--- config.mk ---
export PLATFORM = sky130hd
export DESIGN_NAME = multicycle_control_flat
export DESIGN_NICKNAME = d
export VERILOG_FILES = /design/src/rtl/multicycle_control_if.sv /design/src/rtl/multicycle_control.sv /design/src/flat_wrapper.sv
export SDC_FILE = /design/constraint.sdc
export NUM_CORES = 1
export LEC_CHECK = 0
export CAP_MARGIN = 20
export CORE_MARGIN = 10
export CORE_UTILIZATION = 50
export CTS_BUF_LIST = sky130_fd_sc_hd__clkbuf_16
export DETAILED_ROUTE_END_ITERATION = 10
export PLACE_DENSITY = 0.8
export SKIP_LAST_GASP = 1
export SLEW_MARGIN = 20
export SYNTH_ARGS = -nofsm -noshare
export SYNTH_HDL_FRONTEND = slang
export SYNTH_SLANG_ARGS = --single-unit
--- constraint.sdc ---
create_clock -name clk_i -period 2.7 [get_ports clk_i]
set_input_delay 0.27 -clock clk_i [delete_from_list [all_inputs] [get_ports clk_i]]
set_output_delay 0.27 -clock clk_i [all_outputs]
set_load 0.05 [all_outputs]
--- src/rtl/multicycle_control_if.sv ---
// Memory port between the multicycle control unit and the shared instruction/data memory.
// The master is the controller; the slave is the memory.
interface multicycle_control_if;
   logic mem_read_o;
   logic mem_write_o;
   logic i_or_d_o;
   logic mem_ack_i;

   modport master (
      output mem_read_o,
      output mem_write_o,
      output i_or_d_o,
      input  mem_ack_i
   );

   modport slave (
      input  mem_read_o,
      input  mem_write_o,
      input  i_or_d_o,
      output mem_ack_i
   );
endinterface

--- src/rtl/multicycle_control.sv ---
// Multicycle MIPS control unit: FETCH/DECODE/EXECUTE/MEM/WB sequencing with ack timeout and traps.
// Optional macro MULTICYCLE_BRANCH_EN adds the BRANCH state for BEQ/BNE.
module multicycle_control #(
   parameter int ALU_OP_W    = 3,
   parameter int MEM_TIMEOUT = 15
) (
   input  logic                 clk_i,
   input  logic                 rst_n_i,
   input  logic [5:0]           opcode_i,
   input  logic                 zero_i,
   multicycle_control_if.master mem_if,
   output logic                 pc_write_o,
   output logic                 ir_write_o,
   output logic                 reg_dst_o,
   output logic                 mem_to_reg_o,
   output logic                 reg_write_o,
   output logic                 alu_src_a_o,
   output logic [1:0]           alu_src_b_o,
   output logic [1:0]           pc_source_o,
   output logic [ALU_OP_W-1:0]  alu_op_o,
   output logic [3:0]           state_o,
   output logic                 illegal_op_o,
   output logic                 bus_err_o
);

   typedef enum logic [3:0] {
      FETCH    = 4'd0,
      DECODE   = 4'd1,
      EXEC_R   = 4'd2,
      WB_R     = 4'd3,
      EXEC_I   = 4'd4,
      WB_I     = 4'd5,
      MEM_ADDR = 4'd6,
      MEM_RD   = 4'd7,
      WB_MEM   = 4'd8,
      MEM_WR   = 4'd9,
`ifdef MULTICYCLE_BRANCH_EN
      BRANCH   = 4'd10,
`endif
      TRAP     = 4'd11
   } state_e;

   localparam logic [5:0] OP_RTYPE = 6'h00;
   localparam logic [5:0] OP_ADDI  = 6'h08;
   localparam logic [5:0] OP_ANDI  = 6'h0c;
   localparam logic [5:0] OP_ORI   = 6'h0d;
   localparam logic [5:0] OP_LUI   = 6'h0f;
   localparam logic [5:0] OP_LW    = 6'h23;
   localparam logic [5:0] OP_SW    = 6'h2b;
`ifdef MULTICYCLE_BRANCH_EN
   localparam logic [5:0] OP_BEQ   = 6'h04;
   localparam logic [5:0] OP_BNE   = 6'h05;
`endif

   localparam logic [ALU_OP_W-1:0] ALU_LUI   = ALU_OP_W'(3'd0);
   localparam logic [ALU_OP_W-1:0] ALU_OR    = ALU_OP_W'(3'd1);
   localparam logic [ALU_OP_W-1:0] ALU_AND   = ALU_OP_W'(3'd2);
   localparam logic [ALU_OP_W-1:0] ALU_ADD   = ALU_OP_W'(3'd4);
   localparam logic [ALU_OP_W-1:0] ALU_SUB   = ALU_OP_W'(3'd6);
   localparam logic [ALU_OP_W-1:0] ALU_FUNCT = ALU_OP_W'(3'd7);

   localparam logic [7:0] TIMEOUT_CNT = 8'(MEM_TIMEOUT);

   state_e      state_q, state_d;
   logic [7:0]  wait_cnt_q, wait_cnt_d;
   logic [5:0]  opcode_q, opcode_d;
   logic        illegal_op_q, illegal_op_d;
   logic        bus_err_q, bus_err_d;
   logic        trap_bus_q, trap_bus_d;

   logic [7:0]  wait_inc;
   logic        timeout_hit;
   logic        mem_read, mem_write, i_or_d;

   assign wait_inc    = wait_cnt_q + 8'd1;
   assign timeout_hit = (wait_inc == TIMEOUT_CNT);

`ifndef MULTICYCLE_BRANCH_EN
   logic unused_zero;
   assign unused_zero = zero_i;
`endif

   always_ff @(posedge clk_i) begin
      if (!rst_n_i) begin
         state_q      <= FETCH;
         wait_cnt_q   <= 8'd0;
         opcode_q     <= 6'd0;
         illegal_op_q <= 1'b0;
         bus_err_q    <= 1'b0;
         trap_bus_q   <= 1'b0;
      end else begin
         state_q      <= state_d;
         wait_cnt_q   <= wait_cnt_d;
         opcode_q     <= opcode_d;
         illegal_op_q <= illegal_op_d;
         bus_err_q    <= bus_err_d;
         trap_bus_q   <= trap_bus_d;
      end
   end

   // The wait counter only survives while a memory state holds; any transition clears it,
   // and an ack in the cycle the limit would be reached still takes the normal path.
   always_comb begin
      state_d      = state_q;
      wait_cnt_d   = 8'd0;
      opcode_d     = opcode_q;
      illegal_op_d = illegal_op_q;
      bus_err_d    = bus_err_q;
      trap_bus_d   = trap_bus_q;
      mem_read     = 1'b0;
      mem_write    = 1'b0;
      i_or_d       = 1'b0;
      pc_write_o   = 1'b0;
      ir_write_o   = 1'b0;
      reg_dst_o    = 1'b0;
      mem_to_reg_o = 1'b0;
      reg_write_o  = 1'b0;
      alu_src_a_o  = 1'b0;
      alu_src_b_o  = 2'd0;
      pc_source_o  = 2'd0;
      alu_op_o     = ALU_LUI;

      case (state_q)
         FETCH: begin
            mem_read    = 1'b1;
            alu_src_b_o = 2'd1;
            alu_op_o    = ALU_ADD;
            if (mem_if.mem_ack_i) begin
               ir_write_o = 1'b1;
               pc_write_o = 1'b1;
               state_d    = DECODE;
            end else if (timeout_hit) begin
               bus_err_d  = 1'b1;
               trap_bus_d = 1'b1;
               state_d    = TRAP;
            end else begin
               wait_cnt_d = wait_inc;
            end
         end

         DECODE: begin
            alu_src_b_o = 2'd3;
            alu_op_o    = ALU_ADD;
            opcode_d    = opcode_i;
            case (opcode_i)
               OP_RTYPE:                         state_d = EXEC_R;
               OP_ADDI, OP_ANDI, OP_ORI, OP_LUI: state_d = EXEC_I;
               OP_LW, OP_SW:                     state_d = MEM_ADDR;
`ifdef MULTICYCLE_BRANCH_EN
               OP_BEQ, OP_BNE:                   state_d = BRANCH;
`endif
               default: begin
                  trap_bus_d = 1'b0;
                  state_d    = TRAP;
               end
            endcase
         end

         EXEC_R: begin
            alu_src_a_o = 1'b1;
            alu_src_b_o = 2'd0;
            alu_op_o    = ALU_FUNCT;
            state_d     = WB_R;
         end

         WB_R: begin
            reg_dst_o   = 1'b1;
            reg_write_o = 1'b1;
            state_d     = FETCH;
         end

         EXEC_I: begin
            alu_src_a_o = 1'b1;
            alu_src_b_o = 2'd2;
            case (opcode_q)
               OP_ANDI: alu_op_o = ALU_AND;
               OP_ORI:  alu_op_o = ALU_OR;
               OP_LUI:  alu_op_o = ALU_LUI;
               default: alu_op_o = ALU_ADD;
            endcase
            state_d = WB_I;
         end

         WB_I: begin
            reg_write_o = 1'b1;
            state_d     = FETCH;
         end

         MEM_ADDR: begin
            alu_src_a_o = 1'b1;
            alu_src_b_o = 2'd2;
            alu_op_o    = ALU_ADD;
            state_d     = (opcode_q == OP_SW) ? MEM_WR : MEM_RD;
         end

         MEM_RD: begin
            mem_read = 1'b1;
            i_or_d   = 1'b1;
            if (mem_if.mem_ack_i) begin
               state_d = WB_MEM;
            end else if (timeout_hit) begin
               bus_err_d  = 1'b1;
               trap_bus_d = 1'b1;
               state_d    = TRAP;
            end else begin
               wait_cnt_d = wait_inc;
            end
         end

         WB_MEM: begin
            mem_to_reg_o = 1'b1;
            reg_write_o  = 1'b1;
            state_d      = FETCH;
         end

         MEM_WR: begin
            mem_write = 1'b1;
            i_or_d    = 1'b1;
            if (mem_if.mem_ack_i) begin
               state_d = FETCH;
            end else if (timeout_hit) begin
               bus_err_d  = 1'b1;
               trap_bus_d = 1'b1;
               state_d    = TRAP;
            end else begin
               wait_cnt_d = wait_inc;
            end
         end

`ifdef MULTICYCLE_BRANCH_EN
         BRANCH: begin
            alu_src_a_o = 1'b1;
            alu_src_b_o = 2'd0;
            alu_op_o    = ALU_SUB;
            pc_source_o = 2'd1;
            pc_write_o  = (opcode_q == OP_BNE) ? !zero_i : zero_i;
            state_d     = FETCH;
         end
`endif

         // Bus errors were already flagged on the way in; only decode traps raise illegal_op here.
         TRAP: begin
            if (!trap_bus_q) begin
               illegal_op_d = 1'b1;
            end
            state_d = FETCH;
         end

         default: state_d = FETCH;
      endcase
   end

   assign mem_if.mem_read_o  = mem_read;
   assign mem_if.mem_write_o = mem_write;
   assign mem_if.i_or_d_o    = i_or_d;
   assign state_o            = state_q;
   assign illegal_op_o       = illegal_op_q;
   assign bus_err_o          = bus_err_q;

endmodule

--- src/flat_wrapper.sv ---
// flat-port wrapper written by rule: the top's interface ports become plain ports
module multicycle_control_flat 
#(
   parameter int ALU_OP_W    = 3,
   parameter int MEM_TIMEOUT = 15
)
  (clk_i, rst_n_i, opcode_i, zero_i, pc_write_o, ir_write_o, reg_dst_o, mem_to_reg_o, reg_write_o, alu_src_a_o, alu_src_b_o, pc_source_o, alu_op_o, state_o, illegal_op_o, bus_err_o, mem_if_mem_read_o, mem_if_mem_write_o, mem_if_i_or_d_o, mem_if_mem_ack_i);
  multicycle_control_if mem_if_i ();
  input  logic clk_i;
  input  logic rst_n_i;
  input  logic [5:0] opcode_i;
  input  logic zero_i;
  output logic pc_write_o;
  output logic ir_write_o;
  output logic reg_dst_o;
  output logic mem_to_reg_o;
  output logic reg_write_o;
  output logic alu_src_a_o;
  output logic [1:0] alu_src_b_o;
  output logic [1:0] pc_source_o;
  output logic [ALU_OP_W-1:0] alu_op_o;
  output logic [3:0] state_o;
  output logic illegal_op_o;
  output logic bus_err_o;
  output wire logic [$bits(mem_if_i.mem_read_o)-1:0] mem_if_mem_read_o;
  output wire logic [$bits(mem_if_i.mem_write_o)-1:0] mem_if_mem_write_o;
  output wire logic [$bits(mem_if_i.i_or_d_o)-1:0] mem_if_i_or_d_o;
  input wire logic [$bits(mem_if_i.mem_ack_i)-1:0] mem_if_mem_ack_i;
  assign mem_if_mem_read_o = mem_if_i.mem_read_o;
  assign mem_if_mem_write_o = mem_if_i.mem_write_o;
  assign mem_if_i_or_d_o = mem_if_i.i_or_d_o;
  assign mem_if_i.mem_ack_i = mem_if_mem_ack_i;
  multicycle_control #(.ALU_OP_W(ALU_OP_W), .MEM_TIMEOUT(MEM_TIMEOUT)) u_core (.clk_i(clk_i), .rst_n_i(rst_n_i), .opcode_i(opcode_i), .zero_i(zero_i), .mem_if(mem_if_i), .pc_write_o(pc_write_o), .ir_write_o(ir_write_o), .reg_dst_o(reg_dst_o), .mem_to_reg_o(mem_to_reg_o), .reg_write_o(reg_write_o), .alu_src_a_o(alu_src_a_o), .alu_src_b_o(alu_src_b_o), .pc_source_o(pc_source_o), .alu_op_o(alu_op_o), .state_o(state_o), .illegal_op_o(illegal_op_o), .bus_err_o(bus_err_o));
endmodule
==> results.json <==
{
  "dp_cells": 214,
  "p_sw_share_pct": 46.7,
  "rsz0062_at_grt": "no",
  "initial_core_util_pct": 52.9,
  "cts_max_level": 1,
  "yosysTopAreaCellShare_pct": 31.5,
  "p_leak_nw": 0.648,
  "grt_start_max_net_pins": 19,
  "r2r_start": "u_core.state_o[0]$_SDFF_PN0_",
  "tritoncts": "done",
  "cts_num_sinks": 21,
  "dieArea_sq_um": 5130,
  "grt_usage_pct": 12.9,
  "p_int_mw": 0.922,
  "path_max_fanout": 18,
  "layout_common_cells": "22 x clkdlybuf4s50_1, 21 x dfxtp_1, 17 x nor2_1, 11 x nand2_1, 11 x buf_4",
  "synth_warnings": 0,
  "cap_violations": 0,
  "regArea_sq_um": 420,
  "wl_per_cell_um": 15.4,
  "setup.worst_path.end_class": "output port",
  "fin_crit_sh_pct": 92.8,
  "grt_pass1_wl_um": 5720,
  "startpoint": "u_core.state_o[2]$_SDFF_PN0_",
  "drc": 0,
  "routed_via_density": 5.78,
  "power.share.sequential_pct": 25.4,
  "multi_input_area_sq_um": 843,
  "tightest_slew_ns": 0.573,
  "overflow": 0,
  "period_needed_ns": 2.51,
  "path_clk_slew_ns": 0.06,
  "die_width_um": 71.7,
  "first_iter_violations": 70,
  "synth-main-ff-cell": "dfxtp_1",
  "synth.avg_cell_area_sq_um": 8.23,
  "fmax_ghz": 0.399,
  "seq_area_frac_synth_pct": 31.5,
  "worst_r2r_path_depth": 7,
  "clkLatencyLatePin_ns": 0.25,
  "ant_nets": 0,
  "hold-path-cell-count": 1,
  "finish.utilization_pct": 67.7,
  "worstSetupStartpointType": "register",
  "timing_worst_setup_path_type": "reg2out",
  "design_area_sq_um": 1710,
  "synth_enable_flop_cells": 0,
  "io_buffers": 28,
  "skew_ns": 0.00397,
  "hold_viol": 0,
  "vias": 1260,
  "clock_path_buffers": 2,
  "cts_resized": 0,
  "core_sq_um": 2520,
  "layout_commonest_cell": "clkdlybuf4s50_1",
  "peakVddDrop_mv": 0.865,
  "pin_count": 32,
  "hold_path.class": "reg2reg",
  "areaGrowthSynthToFinish_pct": 28.0,
  "antenna_cells": 0,
  "synth.distinct_cells": 52,
  "cts_made_buffers": 3,
  "routed_wl_um": 3350,
  "fin_cells": 218,
  "place.gp.congestion": 0.906,
  "synthArstFlopShare_pct": 0,
  "yosys_register_bits": 21,
  "slew_violations": 0,
  "syn_inst": 162,
  "fin_nets": 201,
  "antenna_found_initial": 0,
  "placed_area_sq_um": 1630,
  "die_y_um": 71.7,
  "syn_area_sq_um": 1330,
  "postCtsHoldBufs": 0,
  "hpwlAfterDp_um": 2550,
  "drtPass1Iterations": 4,
  "synthTopCellsByArea": "dfxtp_1 32%, nor2_1 4.8%, xor2_1 3.9%",
  "switchingPower_mw": 0.808,
  "clock_power_share_pct": 17.6,
  "fin_setup_tns_ns": 0,
  "required_ns": 2.43,
  "yosysTopAreaCell": "dfxtp_1",
  "post-cts-setup-buffer-count": 0,
  "setup_viol": 0,
  "drive_gt1_share_pct": 16.5,
  "root_buffer": "clkbuf_16",
  "power_frac_comb_pct": 57.0,
  "fillers": 217,
  "status": "finished clean",
  "rows": 18,
  "powerDensity_nw_per_um2": 1010,
  "hp-start": "u_core.illegal_op_o$_SDFFE_PN0P_",
  "maxSlewHeadroom_pct": 61.7,
  "cp.arrival_ns": 2.24,
  "grt_pass1_vias": 1244
}
==> cells by family after synthesis <==
kind of cell,share of synthesized area [%]
AND/OR/NAND/NOR,33.3
adder cells (fa/ha/maj),1.88
XOR/XNOR,4.60
multiplexers,3.75
other,0.281
flip-flops,31.5
AO/OA/AOI/OAI,18.0
buffers and inverters,6.66
==> Yosys cell counts (2+ instances only) <==
cell	n
buf_2	2
nor2b_1	7
mux2i_1	5
buf_4	3
ha_1	2
clkbuf_1	4
a21oi_1	8
dfxtp_1	21
inv_1	6
buf_1	2
nor3_1	7
nand2_1	11
nand3_1	8
nor2_1	17
a211oi_1	3
nand2b_1	3
nand3b_1	2
and3_1	2
a31o_2	2
nand4b_1	2
xor2_1	6
a311oi_1	3
o21ai_0	7
==> area by class of cell <==
cell class	count	area share (%)
clock buffers	3	4.40
inverters	6	1.32
flip-flops and latches	21	24.6
clock inverters	1	0.293
well taps	30	2.20
repair buffers	33	17.7
multi-input cells	124	49.4
==> layer usage <==
metal | part of all wire, % | up-vias | global-route usage (%) | wire length [um]
met4 | 1.8 | 0 | 5.59 | 59
li1 | - | 623 | - | -
met3 | 8.1 | 6 | 3.99 | 270
met1 | 43 | 582 | 15.6 | 1450
met2 | 47 | 49 | 20.3 | 1570
met5 | 0 | - | 0 | 0
==> power groups by stage <==
stage | clock [mW] | combinational [mW] | sequential, mW
detailed placement | 0 | 0.985 | 0.446
global placement | 0 | 0.967 | 0.440
floorplan | 0 | 0.713 | 0.447
global route | 0.325 | 1.05 | 0.454
finish | 0.304 | 0.986 | 0.439
CTS | 0.310 | 0.990 | 0.439
==> worst max-delay path, cell delays in order, from the launching register on <==
cell             delay (ns)
dfxtp_1                0.48
nor2_1                 0.30
nand2_1                0.13
a21oi_1                0.22
clkdlybuf4s50_1        0.84
==> final timing paths <==
kind | end | slack, ns
hold / removal | u_core.illegal_op_o$_SDFFE_PN0P_ | 0.48
setup / recovery | alu_src_b_o[1] | 0.19
setup reg to reg | u_core.trap_bus_q$_SDFFE_PN0P_ | 0.76
hold reg to reg | u_core.illegal_op_o$_SDFFE_PN0P_ | 0.48
==> flip-flops by register name, indices dropped and copies added (netlist names) <==
name                 cells
u_core.state_o           4
u_core.wait_cnt_q        8
u_core.illegal_op_o      1
u_core.trap_bus_q        1
u_core.opcode_q          6
u_core.bus_err_o         1
==> through the flow <==
stage          setup WS [ns]  total power, mW  hold WS [ns]
4_1_cts                0.218             1.74         0.482
5_1_grt               0.0923             1.83         0.517
6_report               0.194             1.73         0.478
2_1_floorplan        -0.0315             1.16         0.430
3_3_place_gp           0.551             1.41         0.452
3_5_place_dp           0.488             1.43         0.447
Power figures use the tool's default switching activity.
